## src/rtl/eq_pkg.sv

```systemverilog
// eq_pkg: shared types and constants for the biquad cascade equalizer
package eq_pkg;
    localparam int DEF_DATA_W   = 24;
    localparam int DEF_COEF_W   = 18;
    localparam int DEF_FRAC     = 16;
    localparam int DEF_SECTIONS = 4;
    localparam int DEF_CHANNELS = 2;
    localparam int TAPS = 5;
    localparam logic [2:0] TAP_B0 = 3'd0;
    localparam logic [2:0] TAP_B1 = 3'd1;
    localparam logic [2:0] TAP_B2 = 3'd2;
    localparam logic [2:0] TAP_A1 = 3'd3;
    localparam logic [2:0] TAP_A2 = 3'd4;
    localparam int COEF_PASS = 1 << DEF_FRAC;
    typedef enum logic [2:0] {IDLE, LOAD, MAC, ROUND, OUT} state_t;
    function automatic int pass_coef(input int frac);
        return 1 << frac;
    endfunction
endpackage

```

## src/rtl/eq_mac.sv

```systemverilog
// eq_mac: shared multiply-accumulate with round and limit stage
// EQ_SAT_EN selects clamping (with sat_evt) instead of wrap-around.
module eq_mac
    import eq_pkg::*;
#(
    parameter int DATA_W = DEF_DATA_W,
    parameter int COEF_W = DEF_COEF_W,
    parameter int FRAC   = DEF_FRAC
) (
    input  logic                     sys_clk,
    input  logic                     sys_rst,
    input  logic                     clr,
    input  logic                     en,
    input  logic                     sub,
    input  logic signed [COEF_W-1:0] coef,
    input  logic signed [DATA_W-1:0] data,
    output logic signed [DATA_W-1:0] y,
    output logic                     sat_evt
);
    localparam int PW = DATA_W + COEF_W;
    localparam int ACC_W = PW + 3;
    localparam logic signed [ACC_W-1:0] HALF = ACC_W'(1) << (FRAC - 1);
    logic signed [PW-1:0] prod;
    logic signed [ACC_W-1:0] acc, rnd;
    assign prod = coef * data;
    assign rnd = (acc + HALF) >>> FRAC;
    always_ff @(posedge sys_clk or negedge sys_rst) begin
        if (!sys_rst) acc <= '0;
        else if (clr) acc <= '0;
        else if (en) acc <= sub ? acc - ACC_W'(prod) : acc + ACC_W'(prod);
    end
`ifdef EQ_SAT_EN
    logic hi, lo;
    // out of range when the bits above the sign position disagree with it
    assign hi = !rnd[ACC_W-1] && |rnd[ACC_W-2:DATA_W-1];
    assign lo = rnd[ACC_W-1] && !(&rnd[ACC_W-2:DATA_W-1]);
    assign y = hi ? {1'b0, {(DATA_W-1){1'b1}}} : lo ? {1'b1, {(DATA_W-1){1'b0}}} : rnd[DATA_W-1:0];
    assign sat_evt = hi || lo;
`else
    assign y = rnd[DATA_W-1:0];
    assign sat_evt = 1'b0;
`endif
endmodule

```

## src/rtl/eq_biquad_cascade.sv

```systemverilog
// eq_biquad_cascade: time-multiplexed DF-I biquad cascade over several channels
// EQ_SAT_EN (in eq_mac) enables section output clamping and the sat flag.
module eq_biquad_cascade
    import eq_pkg::*;
#(
    parameter int DATA_W   = DEF_DATA_W,
    parameter int COEF_W   = DEF_COEF_W,
    parameter int FRAC     = DEF_FRAC,
    parameter int SECTIONS = DEF_SECTIONS,
    parameter int CHANNELS = DEF_CHANNELS
) (
    input  logic                            sys_clk,
    input  logic                            sys_rst,
    input  logic                            din_vld,
    input  logic [CHANNELS*DATA_W-1:0]      din,
    input  logic                            coef_we,
    input  logic [$clog2(SECTIONS*5)-1:0]   coef_addr,
    input  logic [COEF_W-1:0]               coef_wdata,
    output logic                            coef_rdy,
    output logic [CHANNELS*DATA_W-1:0]      dout,
    output logic                            dout_vld,
    output logic                            busy,
    output logic                            drop,
    output logic                            sat
);
    localparam int NC = SECTIONS * TAPS;
    localparam int AW = $clog2(NC);
    localparam int CW = CHANNELS > 1 ? $clog2(CHANNELS) : 1;
    localparam int SW = SECTIONS > 1 ? $clog2(SECTIONS) : 1;
    state_t state, state_nx;
    logic [2:0] tap;
    logic [SW-1:0] sec;
    logic [CW-1:0] ch, ch_nx;
    logic [AW-1:0] cidx;
    logic last_sec, last_ch, sat_evt;
    logic signed [COEF_W-1:0] coef [NC];
    logic signed [DATA_W-1:0] din_r [CHANNELS];
    logic signed [DATA_W-1:0] res [CHANNELS];
    logic signed [DATA_W-1:0] x1 [CHANNELS][SECTIONS];
    logic signed [DATA_W-1:0] x2 [CHANNELS][SECTIONS];
    logic signed [DATA_W-1:0] y1 [CHANNELS][SECTIONS];
    logic signed [DATA_W-1:0] y2 [CHANNELS][SECTIONS];
    logic signed [DATA_W-1:0] x0, xsel, y;
    assign last_sec = sec == SW'(SECTIONS - 1);
    assign last_ch = ch == CW'(CHANNELS - 1);
    assign ch_nx = last_ch ? '0 : ch + 1'b1;
    assign cidx = AW'(sec * TAPS + tap);
    assign xsel = tap == TAP_B0 ? x0 : tap == TAP_B1 ? x1[ch][sec] : tap == TAP_B2 ? x2[ch][sec] :
                  tap == TAP_A1 ? y1[ch][sec] : y2[ch][sec];
    eq_mac #(.DATA_W(DATA_W), .COEF_W(COEF_W), .FRAC(FRAC)) u_mac (
        .sys_clk(sys_clk),
        .sys_rst(sys_rst),
        .clr(state == LOAD || state == ROUND),
        .en(state == MAC),
        .sub(tap >= TAP_A1),
        .coef(coef[cidx]),
        .data(xsel),
        .y(y),
        .sat_evt(sat_evt)
    );
    always_ff @(posedge sys_clk or negedge sys_rst) begin
        if (!sys_rst) state <= IDLE;
        else state <= state_nx;
    end
    always_comb begin
        state_nx = state;
        coef_rdy = state == IDLE;
        busy = state != IDLE;
        dout_vld = state == OUT;
        case (state)
            IDLE:    state_nx = din_vld ? LOAD : IDLE;
            LOAD:    state_nx = MAC;
            MAC:     state_nx = tap == TAP_A2 ? ROUND : MAC;
            ROUND:   state_nx = last_sec && last_ch ? OUT : MAC;
            default: state_nx = IDLE;
        endcase
    end
    always_ff @(posedge sys_clk or negedge sys_rst) begin
        if (!sys_rst) begin
            for (int i = 0; i < NC; i++) coef[i] <= (i % TAPS == 0) ? COEF_W'(pass_coef(FRAC)) : '0;
        end else if (coef_we && state == IDLE && int'(coef_addr) < NC) begin
            coef[coef_addr] <= coef_wdata;
        end
    end
    always_ff @(posedge sys_clk or negedge sys_rst) begin
        if (!sys_rst) begin
            tap <= '0;
            sec <= '0;
            ch <= '0;
            x0 <= '0;
            dout <= '0;
            drop <= 1'b0;
            sat <= 1'b0;
            for (int c = 0; c < CHANNELS; c++) begin
                din_r[c] <= '0;
                res[c] <= '0;
                for (int s = 0; s < SECTIONS; s++) begin
                    x1[c][s] <= '0;
                    x2[c][s] <= '0;
                    y1[c][s] <= '0;
                    y2[c][s] <= '0;
                end
            end
        end else begin
            if (din_vld && state == IDLE)
                for (int c = 0; c < CHANNELS; c++) din_r[c] <= din[c*DATA_W +: DATA_W];
            if (din_vld && state != IDLE) drop <= 1'b1;
            if (state == ROUND && sat_evt) sat <= 1'b1;
            if (state == LOAD) begin
                tap <= '0;
                sec <= '0;
                ch <= '0;
                x0 <= din_r[0];
            end
            if (state == MAC) tap <= tap + 3'd1;
            if (state == ROUND) begin
                x2[ch][sec] <= x1[ch][sec];
                x1[ch][sec] <= x0;
                y2[ch][sec] <= y1[ch][sec];
                y1[ch][sec] <= y;
                tap <= '0;
                sec <= last_sec ? '0 : sec + 1'b1;
                ch <= last_sec ? ch_nx : ch;
                // the next section consumes this result; a new channel starts from its input
                x0 <= last_sec ? din_r[ch_nx] : y;
                if (last_sec) res[ch] <= y;
                if (last_sec && last_ch)
                    for (int c = 0; c < CHANNELS; c++) dout[c*DATA_W +: DATA_W] <= CW'(c) == ch ? y : res[c];
            end
        end
    end
endmodule

```

## config.mk

```make
export PLATFORM = sky130hd
export DESIGN_NAME = eq_biquad_cascade
export DESIGN_NICKNAME = d
export VERILOG_FILES = /design/src/rtl/eq_pkg.sv /design/src/rtl/eq_mac.sv /design/src/rtl/eq_biquad_cascade.sv
export SDC_FILE = /design/constraint.sdc
export NUM_CORES = 2
export LEC_CHECK = 0
export ABC_AREA = 1
export CORE_MARGIN = 1
export CORE_UTILIZATION = 60
export DETAILED_ROUTE_END_ITERATION = 7
export PLACE_DENSITY = 0.77
export SLEW_MARGIN = 20
export SYNTH_ARGS = -nofsm -noshare
export SYNTH_HDL_FRONTEND = slang
export SYNTH_HIERARCHICAL = 1
export SYNTH_SLANG_ARGS = --single-unit
```

## constraint.sdc

```tcl
create_clock -name sys_clk -period 10.4 [get_ports sys_clk]
set_input_delay 2.08 -clock sys_clk [delete_from_list [all_inputs] [get_ports sys_clk]]
set_output_delay 2.08 -clock sys_clk [all_outputs]
set_load 0.02 [all_outputs]
```

==> Word level (Yosys, flattened, before mapping) <==
Index checks and enable logic that the tools add are counted.
{ "word_totals": {"reg_bits": 1351, "latchBits": 0, "ramBits": 0, "mem_bits_ro": 0, "input_bits": 75, "out_inout_bits": 53, "elab_cells": 186, "n_memories": 0} }
{ "classes": {"n_addsub": 7, "multipliers": 2, "div": 0, "order_cmp": 10, "eq_ne": 10, "shifts": 0, "n_mux": 70, "n_bitwise": 5, "reduce_logical": 18} }
{ "op_table": {"columns": ["op", "count"], "rows": [
  ["96-bit 2-to-1 mux", 13],
  ["192-bit bitwise mux", 4],
  ["24-bit 2-to-1 mux", 22],
  ["360-bit bitwise mux", 1],
  ["24-bit binary-select mux with 2-bit select", 4],
  ["45-bit 2-to-1 mux", 3],
  ["96-bit demux with 1-bit select", 1],
  ["18-bit binary-select mux with 5-bit select", 1],
  ["18-bit demux with 5-bit select", 1],
  ["18-bit 2-to-1 mux", 3],
  ["48-bit bitwise mux", 1],
  ["24-bit demux with 2-bit select", 1],
  ["45-bit by 42-bit adder with 45-bit output", 1],
  ["45-bit by 42-bit subtractor with 45-bit output", 1],
  ["18-bit by 24-bit multiplier with 42-bit output", 1],
  ["40-bit by 17-bit adder with 40-bit output (second input constant)", 1],
  ["24-bit demux with 1-bit select", 1],
  ["3-bit by 2-bit == test with 1-bit output (second input constant)", 4],
  ["6-bit >= comparator (second input constant)", 2],
  ["3-bit 2-to-1 mux", 4],
  ["5-bit NOT with 6-bit output", 2],
  ["3-bit one-hot mux with 4 select lines", 1],
  ["1-bit logical AND", 8],
  ["3-bit by 1-bit == test with 1-bit output (second input constant)", 2],
  ["other kinds (24)", 39]
]} }

==> Depth between registers and ports, before layout <==
{ "depth": {"word_depth": 16, "ltp_mapped": 67, "mapped_depth_nobuf": 62} }

==> Cells and area by module <==
Netlist, hierarchy kept.
{ "modules_own_cells": {"columns": ["mod", "instances", "cells_per_inst", "area_each_um2", "seq_area_each_um2"], "rows": [
  ["eq_biquad_cascade", 1, 7274, 58546.2, 32110.8],
  ["eq_mac", 1, 3218, 22382.7, 1001.0]
]} }

==> Worst setup path before layout <==
OpenSTA, ideal clock, no wires.
{ "synth_path": {"path_type": "register -> register", "from": "reg tap[1]", "to": "reg u_mac.acc[32]", "setup_time_ns": 0.126, "t_arrival_ns": 9.345, "t_required_ns": 10.274, "slack_ns": 0.928, "stages_incl_launch_ff": 48, "path_buffers": 3, "synth_period_minus_slack_ns": 9.472, "cell_sequence": "dfrtp_1 ha_1 ha_1 fa_1 xor2_1 clkbuf_1 nor3_2 clkbuf_1 nand2_1 nand2_1 clkbuf_1 nand2_1 fa_1 inv_1 fa_1 inv_1 fa_1 inv_1 [... 12 more ...] xor2_2 nor2_1 nand3b_1 nor2_1 a21oi_1 xor2_1 inv_1 ha_1 nand2_1 nor2_1 nand2_1 nor4_1 a21o_1 a21oi_1 o21ai_0 nand2_1 nand2_1 o21ai_0"} }
{ "synth_between": {"elab_chain_cells": 10, "word_cells_on_any_way": 20, "cone_classes": "add/sub (3); mul (1); order compare (1); eq/ne (3); mux (10); bitwise (1); reduce/logical (1)"} }
{ "synth_rtl": {"columns": ["element", "line", "rtl"], "rows": [
  ["from (decl)", "eq_biquad_cascade.sv:31", "logic [2:0] tap;"],
  ["from (signal assigned)", "eq_biquad_cascade.sv:115", "if (state == MAC) tap <= tap + 3'd1;"],
  ["5-bit by 3-bit adder with 5-bit output / 3-bit by 2-bit == test with 1-bit output (equally long branches)", "eq_biquad_cascade.sv:47, eq_biquad_cascade.sv:49", null],
  ["5-bit NOT with 6-bit output (implied by the code) / 24-bit 2-to-1 mux (equally long branches)", "eq_biquad_cascade.sv:56, eq_biquad_cascade.sv:49", null],
  ["18-bit binary-select mux with 5-bit select / 24-bit 2-to-1 mux (equally long branches)", "eq_biquad_cascade.sv:56, eq_biquad_cascade.sv:48", null],
  ["18-bit 2-to-1 mux (implied by the code) / 24-bit 2-to-1 mux (equally long branches) (2 in a row)", "eq_biquad_cascade.sv:56, eq_biquad_cascade.sv:48", null],
  ["18-bit by 24-bit multiplier with 42-bit output", "eq_mac.sv:25", "assign prod = coef * data;"],
  ["45-bit by 42-bit adder with 45-bit output / 45-bit by 42-bit subtractor with 45-bit output (equally long branches)", "eq_mac.sv:30", "else if (en) acc <= sub ? acc - ACC_W'(prod) : acc + ACC_W'(prod);"],
  ["45-bit 2-to-1 mux (*) (2 in a row)", "eq_mac.sv:30", null],
  ["45-bit 2-to-1 mux (*)", "eq_mac.sv:29", "else if (clr) acc <= '0;"],
  ["to (signal assigned)", "eq_mac.sv:30", null],
  ["to (decl)", "eq_mac.sv:24", "logic signed [ACC_W-1:0] acc, rnd;"]
]} }
Every way passes the cells marked *; elsewhere a longest branch is shown, timed or not. The select of a mux whose other input is x is not followed.
A chain may end at the register's enable or synchronous reset.

==> Worst setup path in the final report <==
{ "layout_path": {"from": "reg sec[1]", "to": "reg u_mac.acc[29]"} }
{ "layout_between": {"elab_chain_cells": 13, "word_cells_on_any_way": 29, "cone_classes": "add/sub (3); mul (2); mux (22); bitwise (2)"} }
{ "layout_rtl": {"columns": ["element", "line", "rtl"], "rows": [
  ["from (decl)", "eq_biquad_cascade.sv:32", "logic [SW-1:0] sec;"],
  ["from (signal assigned)", "eq_biquad_cascade.sv:122", "sec <= last_sec ? '0 : sec + 1'b1;"],
  ["2-bit NOT with 3-bit output (implied by the code) (*)", "eq_biquad_cascade.sv:48, eq_biquad_cascade.sv:49", null],
  ["24-bit binary-select mux with 2-bit select", "eq_biquad_cascade.sv:49", "tap == TAP_A1 ? y1[ch][sec] : y2[ch][sec];"],
  ["24-bit 2-to-1 mux (implied by the code) (2 in a row)", "eq_biquad_cascade.sv:49", null],
  ["24-bit 2-to-1 mux", "eq_biquad_cascade.sv:49", null],
  ["24-bit 2-to-1 mux", "eq_biquad_cascade.sv:48", "assign xsel = tap == TAP_B0 ? x0 : tap == TAP_B1 ? x1[ch][sec] : tap == TAP_B2 ? x2[ch][sec] :"],
  ["24-bit 2-to-1 mux (*) (2 in a row)", "eq_biquad_cascade.sv:48", null],
  ["net xsel[10]", "eq_biquad_cascade.sv:43", "logic signed [DATA_W-1:0] x0, xsel, y;"],
  ["18-bit by 24-bit multiplier with 42-bit output (*)", "eq_mac.sv:25", null],
  ["45-bit by 42-bit adder with 45-bit output / 45-bit by 42-bit subtractor with 45-bit output (equally long branches)", "eq_mac.sv:30", null],
  ["45-bit 2-to-1 mux (*) (2 in a row)", "eq_mac.sv:30", null],
  ["45-bit 2-to-1 mux (*)", "eq_mac.sv:29", null]
]} }
The timed path passes the listed nets; every way through them passes the cells marked *. The select of a mux whose other input is x is not followed.

==> summary.txt <==
Worst setup path
  – Reg2reg end: u_mac/acc[29]$_DFFE_PN0P_
  – Register-to-register setup slack: 400 ps
  – CP Depth: 50
  – Crit path kind: reg -> reg
  – WP data required: 11,060 ps
  – Worst stage delay on the critical path: 550 ps
  – CP startpoint: sec[1]$_DFFE_PN0P_
  – Worst path bufs/invs: 16
  – CP delay by family, top: adder cells
  – CP endpoint kind: flop
  – Crit path max fanout: 71
  – RR Startpoint: sec[1]$_DFFE_PN0P_
  – Crit path DAT: 10,660 ps
  – Slowest-stage cell, CP: fa_1
  – R2R cell count: 50
  – Critical path endpoint: u_mac/acc[29]$_DFFE_PN0P_
  – Startpoint types: flop
  – Most used cell, CP: nand2_1

Power and ir drop
  – Internal power: 8.21 mW
  – Sequential fraction of design power: 48.7%
  – Clk pwr share: 49.8%
  – VDD IR-drop max: 136 uV
  – Switching part of the total: 22.4%
  – Overall Power: 10.6 mW
  – Leakage: 47.4 nW
  – Switch Pwr: 2.37 mW
  – Combinational share of power: 1.6%
  – Cell area power density: 113 nW/um^2

Worst hold path
  – Tightest Hold Check Type: reg -> reg

Job
  – Max-cap violations: 0

Yosys
  – Seq/Total Area, Yosys: 40.9%
  – Syn_nets: 11,100
  – Largest family of logic cells by synthesized area: simple AND/OR/NAND/NOR gates
  – Main synth FF type: dfrtp_1
  – Area share of the largest cell type after synthesis: 40.8%
  – Yosys Warn Count: 6
  – Synth Area in Adders: 12.7%
  – Post-synthesis mux area share: 0.306%
  – Synth Register Bits: 1,323
  – Post-synthesis simple-gate area fraction: 23.0%
  – Cells after Synth: 10,500
  – Most common cell in the netlist: nand2_1
  – Synth Cell Area: 80,900 um^2
  – Cell type with the largest total area after synthesis: dfrtp_1
  – Synth top cells by count: nand2_1, o21ai_0, inv_1
  – Xor/xnor share of the synthesized area: 0.949%
  – Avg Cell Area, Syn: 7.71 um^2
  – Number of flops mapped to enable cells by yosys: 0
  – Share of async-settable or async-resettable flops after synthesis: 100%
  – Unique masters post-synth: 57
  – Largest cells by area after synthesis: dfrtp_1, nand2_1, fa_1, o21ai_0, inv_1
  – Compound-Gate Fraction of Synth Area: 12.2%

Status
  – Failing checks: DRC
  – Outcome: complete, but fails checks

Floorplan
  – Std cell rows: 134
  – Num ports: 128
  – Core box area: 134,000 um^2
  – Die W: 369 um
  – Starting Density: 60.6%
  – Die footprint: 136,000 um^2
  – Die height: 369 um

Routing
  – Drt drc: 24
  – Initial DRC count: 9,184
  – Via-per-instance ratio: 5.81
  – Total Wirelength: 265 mm
  – WL/cell: 21.0 um
  – Via count: 73,400
  – Post-route ant nets: 0
  – Total iterations of the first detailed-routing run: 8

Clock tree
  – Root Buffer: clkbuf_16
  – Clk sinks: 1,323
  – Clock tree buffer depth: 3
  – CTS tree: yes
  – Clock-pin slew on the worst setup and hold paths: 60 ps
  – H-tree depth: 4
  – Total CTS buffers: 142
  – Hold buffers post-CTS: 0
  – Worst skew pair latency: 820 ps

GRT
  – Gr usage total: 38.7%
  – Number of global-route vias before repair: 71,500
  – Largest net degree at the start of global routing: 185
  – First-pass GRT wire length: 408 mm
  – Initial antenna violation count: 10
  – Global route overflow: 0

STA
  – Final setup vio count: 0
  – Fmax: 100 MHz
  – Final setup margin: 402 ps
  – TNS Setup: 0 ps
  – Hold Fails Final Rpt: 0
  – Skew final: 42.5 ps
  – Period utilisation layout: 96.1%
  – Least-Margin Pin Slew: 1230 ps
  – Slew margin rel.: 17.9%
  – Max-slew violation count: 0
  – Tmin final: 10000 ps

Finish
  – Layout fillers: 10,800
  – P&R area growth vs syn: 15.4%
  – NumNets Final: 11,400
  – Footprint of the multi-input gates: 40,700 um^2
  – Register area: 33,100 um^2
  – Layout cell share with drive strength beyond 1: 10.7%

Placed design
  – Final HPWL DP: 177 mm
  – Port Buffers: 127
  – Post-place setup slack: -66.9 ps
  – RePlAce Congestion: 0.948
[flip-flops by register name (all words and copies together) (netlist names)]
| name | flops |
|---|---|
| res | 24 |
| x2 | 192 |
| state | 3 |
| din_r | 48 |
| sec | 2 |
| drop | 1 |
| y2 | 192 |
| u_mac/acc | 40 |
| dout | 48 |
| sat | 1 |
| coef | 360 |
| y1 | 192 |
| ch | 1 |
| x1 | 192 |
| tap | 3 |
| x0 | 24 |
[kinds of logic after synthesis]
logic type,Yosys count
flops,1323
mux,22
compound gates,1879
fa+ha+maj,571
buf+inv,2047
xor+xnor,86
simple gates,4563
other cells,1
[power groups by stage]
stage	clock network [mW]	logic, mW	registers [mW]
2_1_floorplan	0	0.0198	5.24
3_3_place_gp	0	0.169	5.24
3_5_place_dp	0	0.172	5.24
4_1_cts	5.30	0.172	5.15
5_1_grt	5.51	0.189	5.14
6_report	5.26	0.166	5.15
[routing by layer]
layer | part of all wire (%) | routed length [um] | vias to the layer above | GRT usage [%]
met4 | 5.8 | 15400 | 4 | 20.5
met3 | 9.7 | 25600 | 700 | 7.12
met2 | 44 | 116000 | 3808 | 57.8
li1 | - | - | 33300 | -
met1 | 41 | 108000 | 35600 | 53.9
met5 | 0.0091 | 24 | - | 0
[area by class of cell]
class	count	share of cell area, %
multi-input cells	7122	43.6
well taps	1768	2.37
inverters	1419	5.74
diodes	9	0.0241
clock inverters	42	0.772
flip-flops and latches	1323	35.5
repair buffers	734	7.63
clock buffers	212	4.41
[metrics by stage]
| stage | utilization [%] | cells | hold slack [ps] | instance area [um^2] |
|---|---|---|---|---|
| finish | 69.9 | 12600 | 466 | 93400 |
| global route | 69.9 | 12600 | 495 | 93300 |
| global placement | 65.3 | 12300 | 437 | 87200 |
| detailed placement | 65.3 | 12300 | 450 | 87200 |
| CTS | 68.9 | 12600 | 461 | 92100 |
| floorplan | - | 10500 | 448 | 80900 |
[worst min path at each step]
stage                                  endpoint                  start  cells after the start  slack (ps)
after floorplan           coef[100]$_DFFE_PN0P_  coef[100]$_DFFE_PN0P_                      2         450
after global placement         drop$_DFFE_PN0P_       drop$_DFFE_PN0P_                      1         440
after detailed placement       drop$_DFFE_PN0P_       drop$_DFFE_PN0P_                      1         450
after CTS                      drop$_DFFE_PN0P_       drop$_DFFE_PN0P_                      1         460
after global routing           drop$_DFFE_PN0P_       drop$_DFFE_PN0P_                      1         500
final                          drop$_DFFE_PN0P_       drop$_DFFE_PN0P_                      1         470
[cells in the final DEF, fill, tap and decap left out, types with 21 or more instances in the layout]
cell type,n
xor2_1,58
a31oi_1,35
nor2_1,581
ha_1,137
clkbuf_8,28
mux2_2,22
o21ai_1,70
nor2_2,54
clkbuf_16,154
clkdlybuf4s50_1,126
clkbuf_1,41
o211ai_1,41
nand2_2,62
buf_4,507
a21oi_1,143
nand2_1,3071
o22ai_1,93
fa_1,407
nand4_1,28
dfrtp_1,1316
buf_12,82
nor2_4,21
o21ai_0,1420
inv_1,1392
nand3_1,633
[what timing repair did]
item | 4_1_cts | 5_1_grt
gates resized for setup | 4 | 190
buffers inserted | 0 | 19
cloned | 0 | 11
pin swaps | 0 | 31
endpoints found under the setup margin | 1 | 20
Note: power is estimated with default switching activity, not from simulation.
